$ cat src/rtl/seq_fft8_pkg.sv
// Shared types, constants, twiddle ROM, butterfly schedule and magnitude helper
// for the 8-point sequential FFT magnitude engine.
package seq_fft8_pkg;

  localparam int unsigned DW    = 13;
  localparam int unsigned FRAC  = DW - 1;
  localparam int unsigned NPT   = 8;
  localparam int unsigned NSLOT = 12;

  typedef logic signed [DW-1:0] sample_t;

  typedef struct packed {
    sample_t re;
    sample_t im;
  } cplx_t;

  typedef enum logic [1:0] {IDLE, FFT, MAG} state_e;

  // W^k = exp(-j*2*pi*k/8), k = 0..3, in Q1.FRAC
  localparam sample_t TW_RE [4] = '{sample_t'(4095), sample_t'(2896),
                                    sample_t'(0),    sample_t'(-2897)};
  localparam sample_t TW_IM [4] = '{sample_t'(0),     sample_t'(-2897),
                                    sample_t'(-4096), sample_t'(-2897)};

  // Butterfly schedule: slot = stage*4 + butterfly
  localparam logic [2:0] PAIR_A [NSLOT] = '{3'd0, 3'd2, 3'd4, 3'd6,
                                            3'd0, 3'd4, 3'd1, 3'd5,
                                            3'd0, 3'd1, 3'd2, 3'd3};
  localparam logic [2:0] PAIR_B [NSLOT] = '{3'd1, 3'd3, 3'd5, 3'd7,
                                            3'd2, 3'd6, 3'd3, 3'd7,
                                            3'd4, 3'd5, 3'd6, 3'd7};
  localparam logic [1:0] TW_SEL [NSLOT] = '{2'd0, 2'd0, 2'd0, 2'd0,
                                            2'd0, 2'd0, 2'd2, 2'd2,
                                            2'd0, 2'd1, 2'd2, 2'd3};

  localparam logic [DW-1:0] MAG_MAX = DW'((1 << (DW - 1)) - 1);
  localparam logic [DW-1:0] NEG_MIN = {1'b1, {(DW - 1){1'b0}}};

  function automatic logic [2:0] bitrev3(input logic [2:0] i);
    return {i[0], i[1], i[2]};
  endfunction

  function automatic logic [DW-1:0] abs_sat(input logic [DW-1:0] v);
    if (v == NEG_MIN) return MAG_MAX;
    if (v[DW-1])      return -v;
    return v;
  endfunction

  // Alpha-max-plus-beta-min estimate: max + min/4 + min/8
  function automatic logic [DW-1:0] mag(input logic [DW-1:0] re, input logic [DW-1:0] im);
    logic [DW-1:0] ar, ai, mx, mn;
    logic [DW:0]   sum;
    ar  = abs_sat(re);
    ai  = abs_sat(im);
    mx  = (ar > ai) ? ar : ai;
    mn  = (ar > ai) ? ai : ar;
    sum = {1'b0, mx} + {1'b0, mn >> 2} + {1'b0, mn >> 3};
    return (sum > {1'b0, MAG_MAX}) ? MAG_MAX : sum[DW-1:0];
  endfunction

endpackage

$ cat src/rtl/seq_fft8_mag_if.sv
// Start/busy handshake plus sample and magnitude buses of the FFT engine.
interface seq_fft8_mag_if;
  import seq_fft8_pkg::*;

  logic                     start;
  logic                     busy;
  logic [NPT-1:0][DW-1:0]   x;
  logic [NPT-1:0][DW-1:0]   o;

  modport master (output start, output x, input busy, input o);
  modport slave  (input start, input x, output busy, output o);

endinterface

$ cat src/rtl/fft8_bfly_unit.sv
// Registered radix-2 complex butterfly y1=(a+wb)/2, y2=(a-wb)/2 with saturation.
// FFT8_ROUND_EN selects round-half-up instead of truncation for the halving.
module fft8_bfly_unit
  import seq_fft8_pkg::*;
(
  input  logic  clk,
  input  logic  rst,
  input  cplx_t w_i,
  input  cplx_t a_i,
  input  cplx_t b_i,
  output cplx_t y1_o,
  output cplx_t y2_o
);

  localparam int unsigned PW = 2 * DW;
  localparam int unsigned SW = 2 * DW + 2;
  localparam logic signed [SW-1:0] S_MAX = SW'((1 << (DW - 1)) - 1);
  localparam logic signed [SW-1:0] S_MIN = SW'(-(1 << (DW - 1)));
`ifdef FFT8_ROUND_EN
  localparam logic signed [SW-1:0] RND = SW'(1 << FRAC);
`else
  localparam logic signed [SW-1:0] RND = '0;
`endif

  logic signed [PW-1:0] p_rr, p_ii, p_ri, p_ir;
  logic signed [SW-1:0] wb_re, wb_im, a_re, a_im;
  cplx_t                y1_d, y2_d, y1_q, y2_q;

  // Drop FRAC bits of product alignment plus one for the /2, then clamp
  function automatic sample_t scale_sat(input logic signed [SW-1:0] v);
    logic signed [SW-1:0] s;
    s = (v + RND) >>> (FRAC + 1);
    if (s > S_MAX) return S_MAX[DW-1:0];
    if (s < S_MIN) return S_MIN[DW-1:0];
    return s[DW-1:0];
  endfunction

  assign p_rr  = PW'(w_i.re) * PW'(b_i.re);
  assign p_ii  = PW'(w_i.im) * PW'(b_i.im);
  assign p_ri  = PW'(w_i.re) * PW'(b_i.im);
  assign p_ir  = PW'(w_i.im) * PW'(b_i.re);
  assign wb_re = SW'(p_rr) - SW'(p_ii);
  assign wb_im = SW'(p_ri) + SW'(p_ir);
  assign a_re  = SW'(a_i.re) <<< FRAC;
  assign a_im  = SW'(a_i.im) <<< FRAC;

  always_comb begin
    y1_d.re = scale_sat(a_re + wb_re);
    y1_d.im = scale_sat(a_im + wb_im);
    y2_d.re = scale_sat(a_re - wb_re);
    y2_d.im = scale_sat(a_im - wb_im);
  end

  always_ff @(posedge clk) begin
    if (rst) begin
      y1_q <= '0;
      y2_q <= '0;
    end else begin
      y1_q <= y1_d;
      y2_q <= y2_d;
    end
  end

  assign y1_o = y1_q;
  assign y2_o = y2_q;

endmodule

$ cat src/rtl/seq_fft8_mag.sv
// Sequential 8-point DIT FFT amplitude engine: load, 12 in-place butterfly
// slots on one shared unit, then an in-place magnitude pass in natural order.
module seq_fft8_mag
  import seq_fft8_pkg::*;
(
  input  logic          clk,
  input  logic          rst,
  seq_fft8_mag_if.slave bus
);

  state_e                 state_q, state_d;
  logic [4:0]             cnt_q, cnt_d;
  logic                   busy_q;
  logic [NPT-1:0][DW-1:0] re_q, re_d, im_q, im_d;
  logic [3:0]             slot;
  logic [2:0]             ia, ib;
  logic [1:0]             tw;
  cplx_t                  w, a, b, y1, y2;

  // Each slot is two cycles: even cnt feeds the butterfly, odd cnt writes back
  assign slot = cnt_q[4:1];
  assign ia   = PAIR_A[slot];
  assign ib   = PAIR_B[slot];
  assign tw   = TW_SEL[slot];
  assign w    = {TW_RE[tw], TW_IM[tw]};
  assign a    = {re_q[ia], im_q[ia]};
  assign b    = {re_q[ib], im_q[ib]};

  fft8_bfly_unit u_bfly (
    .clk  (clk),
    .rst  (rst),
    .w_i  (w),
    .a_i  (a),
    .b_i  (b),
    .y1_o (y1),
    .y2_o (y2)
  );

  always_comb begin
    state_d = state_q;
    cnt_d   = cnt_q;
    re_d    = re_q;
    im_d    = im_q;
    case (state_q)
      IDLE: ;
      FFT: begin
        cnt_d = cnt_q + 5'd1;
        if (cnt_q[0]) begin
          re_d[ia] = y1.re;
          im_d[ia] = y1.im;
          re_d[ib] = y2.re;
          im_d[ib] = y2.im;
        end
        if (cnt_q == 5'(2 * NSLOT - 1)) begin
          state_d = MAG;
          cnt_d   = '0;
        end
      end
      MAG: begin
        re_d[cnt_q[2:0]] = mag(re_q[cnt_q[2:0]], im_q[cnt_q[2:0]]);
        cnt_d = cnt_q + 5'd1;
        if (cnt_q == 5'(NPT - 1)) begin
          state_d = IDLE;
          cnt_d   = '0;
        end
      end
      default: state_d = IDLE;
    endcase
    // A start in any state restarts with a fresh bit-reversed load
    if (bus.start) begin
      state_d = FFT;
      cnt_d   = '0;
      for (int i = 0; i < int'(NPT); i++) begin
        re_d[i] = bus.x[bitrev3(3'(i))];
      end
      im_d = '0;
    end
  end

  always_ff @(posedge clk) begin
    if (rst) begin
      state_q <= IDLE;
      cnt_q   <= '0;
      busy_q  <= 1'b0;
      re_q    <= '0;
      im_q    <= '0;
    end else begin
      state_q <= state_d;
      cnt_q   <= cnt_d;
      busy_q  <= (state_q != IDLE);
      re_q    <= re_d;
      im_q    <= im_d;
    end
  end

  assign bus.busy = busy_q;
  assign bus.o    = re_q;

endmodule

$ cat src/flat_wrapper.sv
// flat-port wrapper written by rule: the top's interface ports become plain ports
module seq_fft8_mag_flat import seq_fft8_pkg::*;
  (clk, rst, bus_start, bus_x, bus_busy, bus_o);
  seq_fft8_mag_if bus_i ();
  input  logic clk;
  input  logic rst;
  input wire logic [$bits(bus_i.start)-1:0] bus_start;
  input wire logic [$bits(bus_i.x)-1:0] bus_x;
  output wire logic [$bits(bus_i.busy)-1:0] bus_busy;
  output wire logic [$bits(bus_i.o)-1:0] bus_o;
  assign bus_i.start = bus_start;
  assign bus_i.x = bus_x;
  assign bus_busy = bus_i.busy;
  assign bus_o = bus_i.o;
  seq_fft8_mag u_core (.clk(clk), .rst(rst), .bus(bus_i));
endmodule
$ cat config.mk
export PLATFORM = sky130hd
export DESIGN_NAME = seq_fft8_mag_flat
export DESIGN_NICKNAME = d
export VERILOG_FILES = /design/src/rtl/seq_fft8_pkg.sv /design/src/rtl/seq_fft8_mag_if.sv /design/src/rtl/fft8_bfly_unit.sv /design/src/rtl/seq_fft8_mag.sv /design/src/flat_wrapper.sv
export SDC_FILE = /design/constraint.sdc
export NUM_CORES = 2
export LEC_CHECK = 0
export CAP_MARGIN = 40
export CORE_ASPECT_RATIO = 2
export CORE_UTILIZATION = 55
export CTS_CLUSTER_SIZE = 8
export DETAILED_ROUTE_END_ITERATION = 6
export GPL_TIMING_DRIVEN = 0
export PLACE_DENSITY = 0.73
export SYNTH_ARGS = -nofsm -noshare
export SYNTH_HDL_FRONTEND = slang
export SYNTH_HIERARCHICAL = 1
export SYNTH_SLANG_ARGS = --single-unit
$ cat constraint.sdc
create_clock -name clk -period 12.9 [get_ports clk]
set_input_delay 1.29 -clock clk [delete_from_list [all_inputs] [get_ports clk]]
set_output_delay 1.29 -clock clk [all_outputs]
set_load 0.005 [all_outputs]
==> impl_metrics.toml, run 1 <==
[clock_tree]
root_buffer = "clkbuf_16"
numCtsBuffers = 39
postCtsHoldBufs = 0
clock_sinks = 268
cts_htree_levels = 2
cts_buffer_depth = 3

[yosys]
syn_inst = 5714
synthFlopType = "dfxtp_1"
ys_seq_area_frac = 0.110
async_reset_ff_frac = 0
synth_edf_count = 0
ys_seq_elements = 268
avgSynthCellArea_um2 = 8.57
yosysWarnings = 6
synth.distinct_cells = 103
synth_area_um2 = 49000

[floorplanning]
fp.dieH_um = 424
rows = 154
start_util = 0.556
die_w_um = 213
io_pins = 212

[placed_design]
dp_cells = 7266
place.gp.congestion = 1.18
portBuffers = 211
dp_hpwl_um = 208000

[outcome]
toolErrorMsg = "[ERROR GRT-0116] Global routing finished with congestion. Check the congestion regions in the DRC Viewer."
stop_stage = "global routing"
status = "aborted with a tool error"

[global_routing]
groute.usage.overall = 0.716
gr-total-overflow = 665
grt_max_degree = 57
grt_pass1_wl_um = 470000
grt_pass1_vias = 58722
-- kinds of logic after synthesis --
kind of cell    Yosys count  synth area share
fa+ha+maj              1114             0.405
xor+xnor                144            0.0258
mux                     141            0.0377
flops                   268             0.110
simple gates           1714             0.167
buf+inv                1259            0.0988
other cells               2          0.000153
compound gates         1072             0.156
-- cells in the mapped netlist, types with 102 or more instances --
cell type,number,area share
a21oi_1,228,0.023
clkbuf_1,275,0.021
nor2_1,417,0.032
o21ai_0,159,0.016
a211oi_1,102,0.016
nand2_1,601,0.046
dfxtp_1,268,0.11
ha_1,330,0.084
inv_1,926,0.071
xnor2_1,106,0.019
and2_1,394,0.050
fa_1,784,0.32
-- metal layers --
layer  GRT usage  overflow
met3       0.499         5
met2       0.935       433
met5       0.167         0
met4       0.755       222
met1       0.695         5
-- metrics by stage --
step | area, um^2 | setup TNS (ps) | setup slack [ps] | hold WS, ps
floorplan | 49100 | 0 | 1570 | 444
global placement | 52700 | -148890 | -3210 | 457
detailed placement | 54100 | -93550 | -2110 | 463
CTS | 55400 | 0 | 10.9 | 470
-- timing repair --
| action | CTS |
|---|---|
| gates resized for setup | 77 |
| endpoints found under the setup margin | 52 |
| setup buffers | 1 |
| pin swaps | 3 |
==> inputs of run 2 (changes only) <==
--- a/config.mk
+++ b/config.mk
@@ -6,12 +6,10 @@
 export NUM_CORES = 2
 export LEC_CHECK = 0
 export CAP_MARGIN = 40
-export CORE_ASPECT_RATIO = 2
-export CORE_UTILIZATION = 55
-export CTS_CLUSTER_SIZE = 8
+export CORE_UTILIZATION = 40
 export DETAILED_ROUTE_END_ITERATION = 6
 export GPL_TIMING_DRIVEN = 0
-export PLACE_DENSITY = 0.73
+export PLACE_DENSITY_LB_ADDON = 0.15
 export SYNTH_ARGS = -nofsm -noshare
 export SYNTH_HDL_FRONTEND = slang
 export SYNTH_HIERARCHICAL = 1
==> impl_metrics.toml, run 2 <==
[layout]
fin_util = 0.465
final_cells = 7749
drive_gt1_frac = 0.0701
area_growth_pct = 14.5
nets = 7329
layout_common_cells = "inv_1 (921), fa_1 (784), nand2_1 (598)"
final_common_cell = "inv_1"
n_fill_cell = 11971

[timing]
setup_viol = 0
worst_pin_slew_ps = 1000
max_freq_mhz = 80.0
slew_headroom = 0.324
setup_slack_ps = 394
fin_crit_sh = 0.969
rsz0062_at_grt = "no"
fin_tns_setup_ps = 0
finalClockSkew_ps = 12.6
hold_violations = 0
period_minus_slack_ps = 12510
slew_violations = 0

[critical_path]
critPathTopFamily = "adder cells"
cp.required_ps = 13470
cpPeakStageDelay_ps = 720
ff2ff_path_depth = 48
crit_arrival_ps = 13080
crit_slowest_cell = "a222oi_1"
rr_startpoint = "u_core/cnt_q[1]$_SDFFE_PP0P_"
reg2reg_slack_ps = 390
critPathLaunchType = "flop"
crit_type = "reg2reg"
crit_path_end_kind = "flop"
worstReg2RegEnd = "u_core/u_bfly/y1_o[6]$_SDFF_PP0_"
crit_fanout = 26
crit_top_cell = "fa_1"
worst-path-buf-inv = 17

[yosys]
async_reset_ff_frac = 0
synthAdderAreaFrac = 0.405
ys_seq_area_frac = 0.110
synth_top_area_cell = "fa_1"
synthFlopType = "dfxtp_1"
yosys-top-cells-area = "fa_1 (32%), dfxtp_1 (11%), ha_1 (8.4%)"
synth_area_um2 = 49000
synth.most_common_cell = "inv_1"
synth_xor_area_frac = 0.0258
syn_inst = 5714
synthDominantCellAreaShare = 0.321
synthTopCellsByCount = "inv_1 (926), fa_1 (784), nand2_1 (601), nor2_1 (417), and2_1 (394)"
synth.distinct_cells = 103
synth_edf_count = 0
synthSimpleGateAreaFrac = 0.167
ys_seq_elements = 268
synth_compound_area_frac = 0.156
avgSynthCellArea_um2 = 8.57
synth_top_family_by_area = "adder cells"
synthMuxAreaShare = 0.0377
yosysWarnings = 6

[clock_tree]
numCtsBuffers = 31
clkTransAtPathRegs_ps = 60
cts_buffer_depth = 3
clock_sinks = 268
postCtsHoldBufs = 0
cts_htree_levels = 1
cts_tree = "built"
root_buffer = "clkbuf_16"
insertion_delay_ps = 640

[floorplanning]
die_w_um = 352
fp.dieH_um = 352
die_area_um2 = 124000
fp.coreArea_um2 = 121000
rows = 127
start_util = 0.406
io_pins = 212

[global_routing]
groute.usage.overall = 0.370
grt_pass1_vias = 45597
gr-total-overflow = 0
grt_pass1_wl_um = 326000
grt_max_degree = 42
antenna_found_initial = 7

[min_path]
hold_path_end = "u_core/im_q[101]$_SDFFE_PP0P_"
hp-class = "reg2reg"
hold_start = "u_core/im_q[101]$_SDFFE_PP0P_"
hold_path_depth = 2

[placed_design]
dp_cells = 7682
dp_hpwl_um = 185000
portBuffers = 211
place.gp.congestion = 1.05
dp_slack_ps = -1750

[route]
wl_um = 229000
dr_total_vias = 45503
drtIter0Drc = 5046
wl_per_cell_um = 29.5
postRouteAntennaNets = 0
drt-pass1-iter-count = 7
drc_errors = 12
avgViaCountPerCell = 5.87

[run]
drv_cap = 0

[outcome]
violations = "design-rule violations"
status = "finished, violations left"
run 2: how the worst max path moves through the flow:
stage          slack [ps]                           endpoint                          from  cells after the start
5_1_grt                 9   u_core/u_bfly/y1_o[6]$_SDFF_PP0_  u_core/cnt_q[1]$_SDFFE_PP0P_                     47
3_3_place_gp        -4040   u_core/u_bfly/y2_o[0]$_SDFF_PP0_  u_core/cnt_q[1]$_SDFFE_PP0P_                     45
2_1_floorplan        1570  u_core/u_bfly/y1_o[24]$_SDFF_PP0_  u_core/cnt_q[1]$_SDFFE_PP0P_                     44
6_report              390   u_core/u_bfly/y1_o[6]$_SDFF_PP0_  u_core/cnt_q[1]$_SDFFE_PP0P_                     48
4_1_cts                 6  u_core/u_bfly/y2_o[15]$_SDFF_PP0_  u_core/cnt_q[1]$_SDFFE_PP0P_                     47
3_5_place_dp        -1750  u_core/u_bfly/y1_o[20]$_SDFF_PP0_  u_core/cnt_q[1]$_SDFFE_PP0P_                     45
run 2: cells by family (layout without fill, tap and decap cells):
group | count (synthesis) | in the layout
DFF | 268 | 268
muxes | 141 | 141
adders and majority gates | 1114 | 1114
AOI/OAI and AO/OA | 1072 | 1072
xor gates and xnor gates | 144 | 144
other | 2 | 49
and+or+nand+nor | 1714 | 1714
buffers and inverters | 1259 | 1635
run 2: through the flow:
stage          hold slack, ps  cell area [um^2]
2_1_floorplan             444             49100
3_3_place_gp              459             53200
3_5_place_dp              466             54500
4_1_cts                   474             55800
5_1_grt                   493             56000
6_report                  476             56000
run 2: cell type report:
cell class / instances / area, um^2 / area share
Multi-Input combinational cell: 4229 / 39200 / 0.700
Antenna cell: 5 / 12.5 / 0.000223
Clock inverter: 17 / 250 / 0.00447
Sequential cell: 268 / 5370 / 0.0958
Timing Repair Buffer: 329 / 3400 / 0.0608
Clock buffer: 40 / 860 / 0.0153
Buffer: 320 / 1410 / 0.0252
Inverter: 929 / 3500 / 0.0625
Tap cell: 1612 / 2020 / 0.0360
run 2: timing repair:
item                                    4_1_cts  5_1_grt
pin swaps                                     4        5
endpoints found under the setup margin       52       51
gates resized for setup                      71       94
setup buffers                                 5        2
run 2: worst register-to-register path: cells and delay by family (launching register included):
family	cells	cell delay (ps)
AO/OA/AOI/OAI	12	3140
buffers and inverters	17	3200
adder cells (fa/ha/maj)	9	3720
flip-flops	1	370
multiplexers	1	220
XOR/XNOR	2	450
AND/OR/NAND/NOR	7	1350
run 2: routing by layer:
layer	GRT usage	wire length (um)
met5	0	0
met2	0.587	102000
met3	0.0700	21100
met1	0.461	87700
met4	0.236	17700
Power of run 2 is left out: the tool's default activity adds up to more than one toggle a clock period on the data nets, which glitch-free logic cannot reach.
